### src/rtl/pf_fetch_ctrl.sv
`default_nettype none
// ============================================================================
// Module   : pf_fetch_ctrl
// Purpose  : Pre-fetch stage controller. Owns PF_PC and loads it from NPC.
//            Issues single-outstanding requests on the SRAM-like inst_* bus.
//            Drops responses made stale by a redirect. Holds the fetched
//            instruction in a skid register until IF accepts it.
// Revision : 1.0 - initial release
// ----------------------------------------------------------------------------
// Ports
//   clk, rst      : clock (rising edge), asynchronous active-high reset
//   NPC           : next fetch address, consumed as-is
//   PCWr          : PC write enable; 0 blocks new requests only
//   PF_Flush      : redirect; load NPC, cancel any in-flight/buffered fetch
//   PF_PC         : address of the request being or about to be issued
//   inst_req/addr : request valid / address (combinational)
//   inst_addr_ok  : request accepted this cycle
//   inst_data_ok  : response valid this cycle, data on inst_rdata
//   IF_allowin    : IF stage can take the buffered instruction
//   IF_valid/PC/inst/adel : buffered instruction towards IF
// Configuration
//   PF_ADEL_CHECK_EN : when defined, a misaligned PF_PC is not issued on the
//                      bus; an address-error entry (IF_adel=1) is handed to IF
//                      instead. When undefined, IF_adel is constant 0.
// ============================================================================
module pf_fetch_ctrl #(
  parameter logic [31:0] RESET_PC = 32'hBFC0_0000
) (
  input  logic        clk,
  input  logic        rst,
  input  logic [31:0] NPC,
  input  logic        PCWr,
  input  logic        PF_Flush,
  output logic [31:0] PF_PC,
  output logic        inst_req,
  output logic [31:0] inst_addr,
  input  logic        inst_addr_ok,
  input  logic        inst_data_ok,
  input  logic [31:0] inst_rdata,
  input  logic        IF_allowin,
  output logic        IF_valid,
  output logic [31:0] IF_PC,
  output logic [31:0] IF_inst,
  output logic        IF_adel
);

  typedef enum logic [1:0] {
    S_REQ  = 2'd0,  // issue request
    S_WAIT = 2'd1,  // accepted, awaiting data
    S_HOLD = 2'd2,  // instruction buffered for IF
    S_DROP = 2'd3   // awaiting a stale response to discard
  } state_t;

  state_t      state_q, state_d;
  logic [31:0] pf_pc_q, pf_pc_d;
  logic [31:0] req_pc_q, req_pc_d;
  logic        if_valid_q, if_valid_d;
  logic [31:0] if_pc_q, if_pc_d;
  logic [31:0] if_inst_q, if_inst_d;
  logic        if_adel_q, if_adel_d;

  logic        adel_fire;
  logic        accept;

`ifdef PF_ADEL_CHECK_EN
  // A misaligned fetch that would otherwise be issued becomes an
  // address-error entry for IF instead of a bus request.
  assign adel_fire = (state_q == S_REQ) && PCWr && (pf_pc_q[1:0] != 2'b00);
`else
  assign adel_fire = 1'b0;
`endif

  // Request is suppressed while reset is asserted so nothing leaks onto the
  // bus before the state is known.
  assign inst_req  = (state_q == S_REQ) && PCWr && !adel_fire && !rst;
  assign inst_addr = pf_pc_q;
  assign accept    = inst_req && inst_addr_ok;

  assign PF_PC    = pf_pc_q;
  assign IF_valid = if_valid_q;
  assign IF_PC    = if_pc_q;
  assign IF_inst  = if_inst_q;
  assign IF_adel  = if_adel_q;

  always_comb begin
    state_d    = state_q;
    pf_pc_d    = pf_pc_q;
    req_pc_d   = req_pc_q;
    if_valid_d = if_valid_q;
    if_pc_d    = if_pc_q;
    if_inst_d  = if_inst_q;
    if_adel_d  = if_adel_q;

    if (PF_Flush) begin
      // Redirect wins over every other event. Whatever is in flight or
      // buffered is now stale; only an outstanding bus response still has
      // to be absorbed (DROP) before the next request may go out.
      pf_pc_d    = NPC;
      if_valid_d = 1'b0;
      if_adel_d  = 1'b0;
      case (state_q)
        S_REQ:   state_d = accept ? S_DROP : S_REQ;
        S_WAIT:  state_d = inst_data_ok ? S_REQ : S_DROP;
        S_HOLD:  state_d = S_REQ;
        S_DROP:  state_d = inst_data_ok ? S_REQ : S_DROP;
        default: state_d = S_REQ;
      endcase
    end else begin
      case (state_q)
        S_REQ: begin
          if (adel_fire) begin
            if_valid_d = 1'b1;
            if_adel_d  = 1'b1;
            if_pc_d    = pf_pc_q;
            if_inst_d  = 32'h0000_0000;
            state_d    = S_HOLD;
          end else if (accept) begin
            req_pc_d = pf_pc_q;
            pf_pc_d  = NPC;
            state_d  = S_WAIT;
          end
        end
        S_WAIT: begin
          if (inst_data_ok) begin
            if_inst_d  = inst_rdata;
            if_pc_d    = req_pc_q;
            if_valid_d = 1'b1;
            state_d    = S_HOLD;
          end
        end
        S_HOLD: begin
          if (IF_allowin) begin
            if_valid_d = 1'b0;
            if_adel_d  = 1'b0;
            state_d    = S_REQ;
          end
        end
        S_DROP: begin
          if (inst_data_ok) begin
            state_d = S_REQ;
          end
        end
        default: state_d = S_REQ;
      endcase
    end
  end

  always_ff @(posedge clk or posedge rst) begin
    if (rst) begin
      state_q    <= S_REQ;
      pf_pc_q    <= RESET_PC;
      req_pc_q   <= 32'h0000_0000;
      if_valid_q <= 1'b0;
      if_pc_q    <= 32'h0000_0000;
      if_inst_q  <= 32'h0000_0000;
      if_adel_q  <= 1'b0;
    end else begin
      state_q    <= state_d;
      pf_pc_q    <= pf_pc_d;
      req_pc_q   <= req_pc_d;
      if_valid_q <= if_valid_d;
      if_pc_q    <= if_pc_d;
      if_inst_q  <= if_inst_d;
      if_adel_q  <= if_adel_d;
    end
  end

endmodule
`default_nettype wire

### config.mk
export PLATFORM = sky130hd
export DESIGN_NAME = pf_fetch_ctrl
export DESIGN_NICKNAME = d
export VERILOG_FILES = /design/src/rtl/pf_fetch_ctrl.sv
export SDC_FILE = /design/constraint.sdc
export NUM_CORES = 1
export LEC_CHECK = 0
export ABC_CLOCK_PERIOD_IN_PS = 4520
export CAP_MARGIN = 20
export CORE_ASPECT_RATIO = 0.8
export CORE_MARGIN = 4
export CORE_UTILIZATION = 33
export CTS_CLUSTER_SIZE = 40
export DETAILED_ROUTE_END_ITERATION = 10
export PLACE_DENSITY = 0.75
export SLEW_MARGIN = 10
export SYNTH_ARGS = -nofsm -noshare
export SYNTH_HDL_FRONTEND = slang
export SYNTH_SLANG_ARGS = --single-unit
### constraint.sdc
create_clock -name clk -period 4.52 [get_ports clk]
set_input_delay 0.452 -clock clk [delete_from_list [all_inputs] [get_ports clk]]
set_output_delay 0.452 -clock clk [all_outputs]
set_load 0.05 [all_outputs]
== After elaboration in Yosys (flattened, before gate mapping) ==
Cells that the tools add are included.
Operators by class
  add/subtract/negate cells: 0
  multipliers: 0
  divide/modulo/power cells: 0
  $lt $le $gt $ge: 0
  eq/ne operators: 7
  shift-type cells: 0
  multiplexer cells: 18
  bitwise logic cells: 1
  reduce and logical (&&, ||, !) cells: 17
Operators with widths (count)
  two-way mux 32 bit: 3
  two-way mux 2 bit: 7
  inequality test 3 bit, second input constant: 4
  AND reduction 3 bit: 3
  one-hot mux 2 bit (4 select lines): 1
  nonzero test 2 bit: 4
  one-hot mux 2 bit (3 select lines): 1
  two-way mux 1 bit: 5
  equality test 2 bit, second input constant: 2
  AND reduction 2 bit: 2
  AND reduction 4 bit: 1
  logical AND 1 bit: 3
  nonzero test 3 bit: 1
  equality test 2 x 1 -> 1 bit, second input constant: 1
  logical NOT 2 bit: 1
  one-hot mux 1 bit (2 select lines): 1
  OR reduction 2 bit: 1
  logical NOT 1 bit: 1
  inverter 1 bit: 1
Word-level totals
  bits in registers: 132
  latch bits: 0
  memory bits (writable): 0
  memory bits (read-only): 0
  input bits: 71
  output and inout bits: 131
  word-level logic and storage cells: 50
  memories: 0

== Logic depth before layout (Yosys ltp) ==
Gate-level depths: netlist of the first run.
  depth after elaboration: 7
  mapped depth: 4

== Worst setup path after synthesis of the first run ==
Ideal clock, no wire load.
  kind: register to register
  start point: reg state_q[0]
  end point: reg pf_pc_q[0], in the netlist PF_PC[0]
  data arrival time: 1.951 ns
  required time: 4.395 ns
  setup slack: 2.444 ns
  cell stages (with the launch flop): 5
  period minus slack after synthesis: 2.076 ns
  cell sequence: dfrtp_1 > nor4b_4 > a21oi_1 > buf_2 > mux2_2
Between the ends
  longest elaborated chain between the ends: 6
RTL lines
  start: declaration: RTL line 54  | state_t state_q, state_d;
  start signal: assignment: RTL line 158  | state_q <= state_d;
  logical NOT 2 bit: RTL line 75  | assign inst_req = (state_q == S_REQ) && PCWr && !adel_fire && !rst;
  logical AND 1 bit (2 in a row): RTL line 75
  via inst_req: RTL line 35  | output logic inst_req,
  logical AND 1 bit: RTL line 77  | assign accept = inst_req && inst_addr_ok;
  nonzero test 2 bit (no source line)
  AND reduction 2 bit (no source line)
  end signal: assignment: RTL line 159  | pf_pc_q <= pf_pc_d;
  end: declaration: RTL line 55  | logic [31:0] pf_pc_q, pf_pc_d;
The timed path passes the listed nets, and every way through them passes these cells.
A chain may end at the register's enable or synchronous reset.

== Final worst setup path of the first run ==
  start point: in rst
  end point: out inst_req
Between the ends
  longest elaborated chain between the ends: 2
RTL lines
  start: declaration: RTL line 30  | input logic rst,
  logical NOT 1 bit (no source line)
  logical AND 1 bit: RTL line 75
  end: declaration: RTL line 35
Every way passes these cells.

==> impl_metrics.tcl, run 1 <==
set metrics [dict create \
    drive_gt1_share_pct 34.8 \
    die_w_um 148 \
    cts_tree "done" \
    whs_ps 497 \
    ys.flop_type "dfrtp_1" \
    grt_use_total_pct 13.0 \
    crit_fanout 4 \
    grt_pass1_wl_mm 18.4 \
    max_slew_margin_pct 40.3 \
    nets 569 \
    end_kind "output pin" \
    max_cap_violations 0 \
    worst_pin_slew_ps 890 \
    port_buffers 200 \
    start_kind "primary input" \
    power_density_nw_per_um2 702 \
    initial_core_util_pct 34.0 \
    fin_setup_tns_ps 0 \
    maxSlewViolCount 0 \
    ys_types 18 \
    globalRouteOverflowTotal 0 \
    yosysSeqAreaShare_pct 63.5 \
    clk_latency_ps 410 \
    fin_crit_ps 2680 \
    critPathArrivalTime_ps 2230 \
    cts_sinks 131 \
    route.detailed.wl_per_inst_um 15.3 \
    worst-setup-path-type "primary input to output pin" \
    synth_warnings 0 \
    num_io_pins 202 \
    cts_buffers 17 \
    period_share_pct 59.2 \
    ctsResizeCount 0 \
    r2r-end "req_pc_q[6]" \
    die_area_um2 17800 \
    dp_hpwl_mm 7.88 \
    drtIter0Drc 61 \
    viasPerCell 4.37 \
    antenna_found_initial 0 \
    synth_area_leaders "dfrtp_1 59%, mux2_2 28%, buf_4 5.5%" \
    grt_pass1_vias 3637 \
    async_reset_ff_share_pct 100 \
    drc_errors 0 \
    wirelength_mm 11.1 \
    worstPathRequired_ps 4070 \
    die_h_um 120 \
    yosys_register_bits 131 \
    hold_viol_final 0 \
    cp_common_cell "clkdlybuf4s50_1" \
    synth_area_um2 5180 \
    synth_edf_count 0 \
    hold_start "req_pc_q[21]" \
    h-tree-depth 4 \
    power_leakage_nw 3.29 \
    syn_nets 392 \
    dr.pass1.iters 4 \
    core-area_um2 15200 \
    vias 3150 \
    yosys.area.top_type_share_pct 59.0 \
    crit_path_max_incr_delay_ps 880 \
    r2r_setup_slack_ps 2170 \
    syn_avg_cell_area_um2 16.1 \
    cp-endpoint "inst_req" \
    crit_slowest_cell "clkdlybuf4s50_1" \
    cts_buffer_depth 2 \
    crit_chain "clkdlybuf4s50_1 > nor4b_4 > clkdlybuf4s50_1" \
    setup_violations 0 \
    holdPathStages 1 \
    hold_class "flop to flop" \
    gp_congestion 0.733 \
    skew_ps 6.47 \
    yosysMostFrequentCell "mux2_2" \
    r2r_cells 3 \
    clk_pin_slew_ps 60 \
    total_power_mw 5.50 \
    synth_area_leader_cell "dfrtp_1" \
    status "finished, final reports clean" \
    row_count 40 \
    cts_root_buf "clkbuf_16" \
    holdBufCountCts 0 \
    grt_max_degree 73 \
    post_cts_buffers 0 \
    postSynthCellCount 321 \
    ant_nets 0 \
    ys_top_cells_by_count "128 x mux2_2, 122 x dfrtp_1, 38 x buf_4, 9 x dfstp_2, 8 x buf_2" \
    area_growth_pct 51.3 \
    rsz0062_at_grt "false" \
    critPathLaunch "rst" \
    diodes 0 \
    fmax_ghz 0.373 \
    max-vdd-ir-drop_uv 314 \
    reg2reg_from "state_q[1]" \
]
per-layer routing:
metal  GRT usage, %  routed length (um)  part of all wire [%]  vias up
met5              0                   0                     0        -
met4           4.85                 180                   1.6        0
met3           5.62                 917                   8.3       15
met2           20.9                5250                    47      128
met1           15.7                4720                    43     1559
li1               -                   -                     -     1448
cell type report:
cell class | instances | area [um2]
repair buffers | 204 | 2060
fillers | 1302 | 7380
clock buffers | 19 | 453
clock inverters | 13 | 180
inverters | 2 | 10.0
well taps | 210 | 263
flip-flops and latches | 131 | 3290
multi-input cells | 142 | 1580
through the flow:
| stage | cells | instance area (um2) | utilization (%) | setup WS, ps |
|---|---|---|---|---|
| 2_1_floorplan | 321 | 5180 | - | 585 |
| 3_3_place_gp | 688 | 7180 | 47.2 | 1690 |
| 3_5_place_dp | 688 | 7180 | 47.2 | 1620 |
| 4_1_cts | 720 | 7810 | 51.3 | 1830 |
| 5_1_grt | 721 | 7830 | 51.5 | 1770 |
| 6_report | 721 | 7830 | 51.5 | 1840 |
flip-flops by register name, indices dropped and copies added (netlist names):
signal and count:
IF_valid 1, IF_PC 32, PF_PC 32, req_pc_q 32, IF_inst 32, state_q 2
worst min path at each step:
stage | endpoint
floorplan | IF_PC[0]
global placement | req_pc_q[5]
detailed placement | IF_PC[15]
CTS | IF_PC[21]
global route | req_pc_q[13]
finish | IF_PC[21]
power by group:
group | switching (mW) | internal [mW] | total [mW]
Combinational | 1.42 | 0.858 | 2.28
Clock | 0.489 | 0.951 | 1.44
Sequential | 0.213 | 1.57 | 1.78
logic make-up (layout without fill, tap and decap cells):
kind of cell / after synthesis / count (layout) / share of synthesized area [%]
AND/OR/NAND/NOR: 7 / 7 / 1.31
AO/OA/AOI/OAI: 6 / 6 / 0.798
buffers and inverters: 48 / 238 / 6.43
multiplexers: 128 / 128 / 27.8
other: 1 / 1 / 0.0724
flip-flops: 131 / 131 / 63.5
cell usage in the layout, fill, tap and decap left out, drive strengths merged, types with 3 or more instances in the layout:
| cell type | n |
|---|---|
| clkdlybuf4s50 | 200 |
| mux2 | 128 |
| dfrtp | 122 |
| clkbuf | 19 |
| dfstp | 9 |
| bufinv | 4 |
| clkinv | 4 |
| inv | 4 |
| buf | 4 |
| clkinvlp | 3 |
critical path, delay by kind of cell:
| family | cells | cell delay, ps |
|---|---|---|
| buffers and inverters | 2 | 1370 |
| AND/OR/NAND/NOR | 1 | 390 |
No activity file was read; power rests on OpenSTA's default activity.
==> inputs of run 2 (changes only) <==
--- a/config.mk
+++ b/config.mk
@@ -5,7 +5,7 @@
 export SDC_FILE = /design/constraint.sdc
 export NUM_CORES = 1
 export LEC_CHECK = 0
-export ABC_CLOCK_PERIOD_IN_PS = 4520
+export ABC_CLOCK_PERIOD_IN_PS = 2760
 export CAP_MARGIN = 20
 export CORE_ASPECT_RATIO = 0.8
 export CORE_MARGIN = 4
==> constraint.sdc (replaced) <==
create_clock -name clk -period 2.76 [get_ports clk]
set_input_delay 0.276 -clock clk [delete_from_list [all_inputs] [get_ports clk]]
set_output_delay 0.276 -clock clk [all_outputs]
set_load 0.05 [all_outputs]
==> run 2 against run 1 <==
Sequential power up 63%. Utilization is essentially flat. Clock power is 60% higher. Cell count rose by 0.14%. Final area hardly changed. Via count grew 1.5%. Largest cell class unchanged. Largest power group unchanged.
==> impl_metrics.tcl, run 2 (same netlist as run 1, synthesis figures left out) <==
set metrics [dict create \
    die_area_um2 17800 \
    start_kind "flop" \
    fmax_ghz 0.400 \
    status "finished, final reports clean" \
    rsz0062_at_grt "false" \
    worst_pin_slew_ps 691 \
    cp-endpoint "inst_req" \
    die_h_um 120 \
    clk_latency_ps 400 \
    fillers 1294 \
    drc_errors 0 \
    r2r_setup_slack_ps 900 \
    reg2reg_from "state_q[1]" \
    grt_pass1_wl_mm 19.3 \
    row_count 40 \
    grt_pass1_vias 3704 \
    max_slew_margin_pct 53.9 \
    skew_ps 4.85 \
    post_cts_buffers 0 \
    critPathArrivalTime_ps 2220 \
    dp_hpwl_mm 8.28 \
    drtIter0Drc 64 \
    cts_buffer_depth 2 \
    vias 3198 \
    ant_nets 0 \
    h-tree-depth 4 \
    route.detailed.wl_per_inst_um 16.3 \
    period_share_pct 90.5 \
    wirelength_mm 11.8 \
    final_cell_mix "200 x clkdlybuf4s50_1, 128 x mux2_2, 122 x dfrtp_1, 17 x clkbuf_16, 9 x dfstp_2" \
    maxSlewViolCount 0 \
    gp_congestion 0.734 \
    core-area_um2 15200 \
    power_leakage_nw 3.29 \
    total_power_mw 8.96 \
    max-vdd-ir-drop_uv 557 \
    r2r_cells 3 \
    stdcell_count 722 \
    grt_use_total_pct 13.9 \
    hold_start "NPC[11]" \
    cts_sinks 131 \
    multiInputGateArea_um2 1580 \
    mostFrequentLayoutCell "clkdlybuf4s50_1" \
    worst-setup-path-type "flop to output pin" \
    ctsResizeCount 0 \
    critPathLaunch "state_q[0]" \
    holdPathStages 2 \
    initial_core_util_pct 34.0 \
    crit_slowest_cell "clkdlybuf4s50_1" \
    crit_fanout 6 \
    nets 570 \
    post-place-cells 690 \
    hold_viol_final 0 \
    dr.pass1.iters 4 \
    port_buffers 200 \
    max_cap_violations 0 \
    worstPathRequired_ps 2480 \
    final_util_pct 51.5 \
    antenna_found_initial 0 \
    globalRouteOverflowTotal 0 \
    fin_crit_ps 2500 \
    viasPerCell 4.43 \
    drive_gt1_share_pct 34.6 \
    clk_pin_slew_ps 50 \
    fin_setup_tns_ps 0 \
    setup_violations 0 \
    hold_class "primary input to flop" \
    holdBufCountCts 0 \
    regArea_um2 3290 \
    area_growth_pct 51.3 \
    end_kind "output pin" \
    r2r-end "IF_inst[9]" \
    cts_tree "done" \
    crit_chain "nor4b_4 > clkdlybuf4s50_1" \
    die_w_um 148 \
    cts_root_buf "clkbuf_16" \
    crit_path_max_incr_delay_ps 890 \
    grt_max_degree 132 \
    num_io_pins 202 \
    power_density_nw_per_um2 1140 \
    cts_buffers 17 \
    diodes 0 \
]
==> run 2: per-stage QoR <==
step                      instance area (um2)  hold WS [ps]  setup slack [ps]
final                                    7830           482               262
after global routing                     7830           456               182
after CTS                                7830           455               232
after detailed placement                 7210           489               408
after global placement                   7210           478               443
after floorplan                          5180           339               684
==> run 2: cell type report <==
| cell class | instances | area share [%] |
|---|---|---|
| clock inverters | 8 | 1.58 |
| multi-input cells | 142 | 20.2 |
| well taps | 210 | 3.35 |
| inverters | 2 | 0.144 |
| repair buffers | 205 | 26.4 |
| clock buffers | 24 | 6.40 |
| flip-flops and latches | 131 | 42.0 |
==> run 2: how the worst min path moves through the flow <==
stage	slack (ps)	end
3_5_place_dp	490	req_pc_q[12]
2_1_floorplan	340	IF_valid
4_1_cts	460	PF_PC[5]
5_1_grt	460	PF_PC[24]
3_3_place_gp	480	IF_PC[22]
6_report	480	PF_PC[11]
==> run 2: per-layer routing <==
metal / global-route usage (%) / up-vias / wire, um
met5: 0 / - / 0
met1: 15.6 / 1617 / 4720
met4: 3.29 / 0 / 41
li1: - / 1450 / -
met3: 6.91 / 4 / 976
met2: 23.7 / 127 / 6010
==> run 2: worst max-delay path, delay by kind of cell, from the launching register on <==
family / cells / cell delay [ps]
flops: 1 / 460
simple gates: 1 / 460
buf+inv: 1 / 890
==> run 2: report_power, final <==
group	leakage, nW	internal (mW)	total [mW]	switching, mW
sequential	1.59	2.57	2.91	0.348
combinational	1.40	1.41	3.74	2.34
clock	0.302	1.54	2.31	0.770
total	3.29	5.51	8.96	3.45
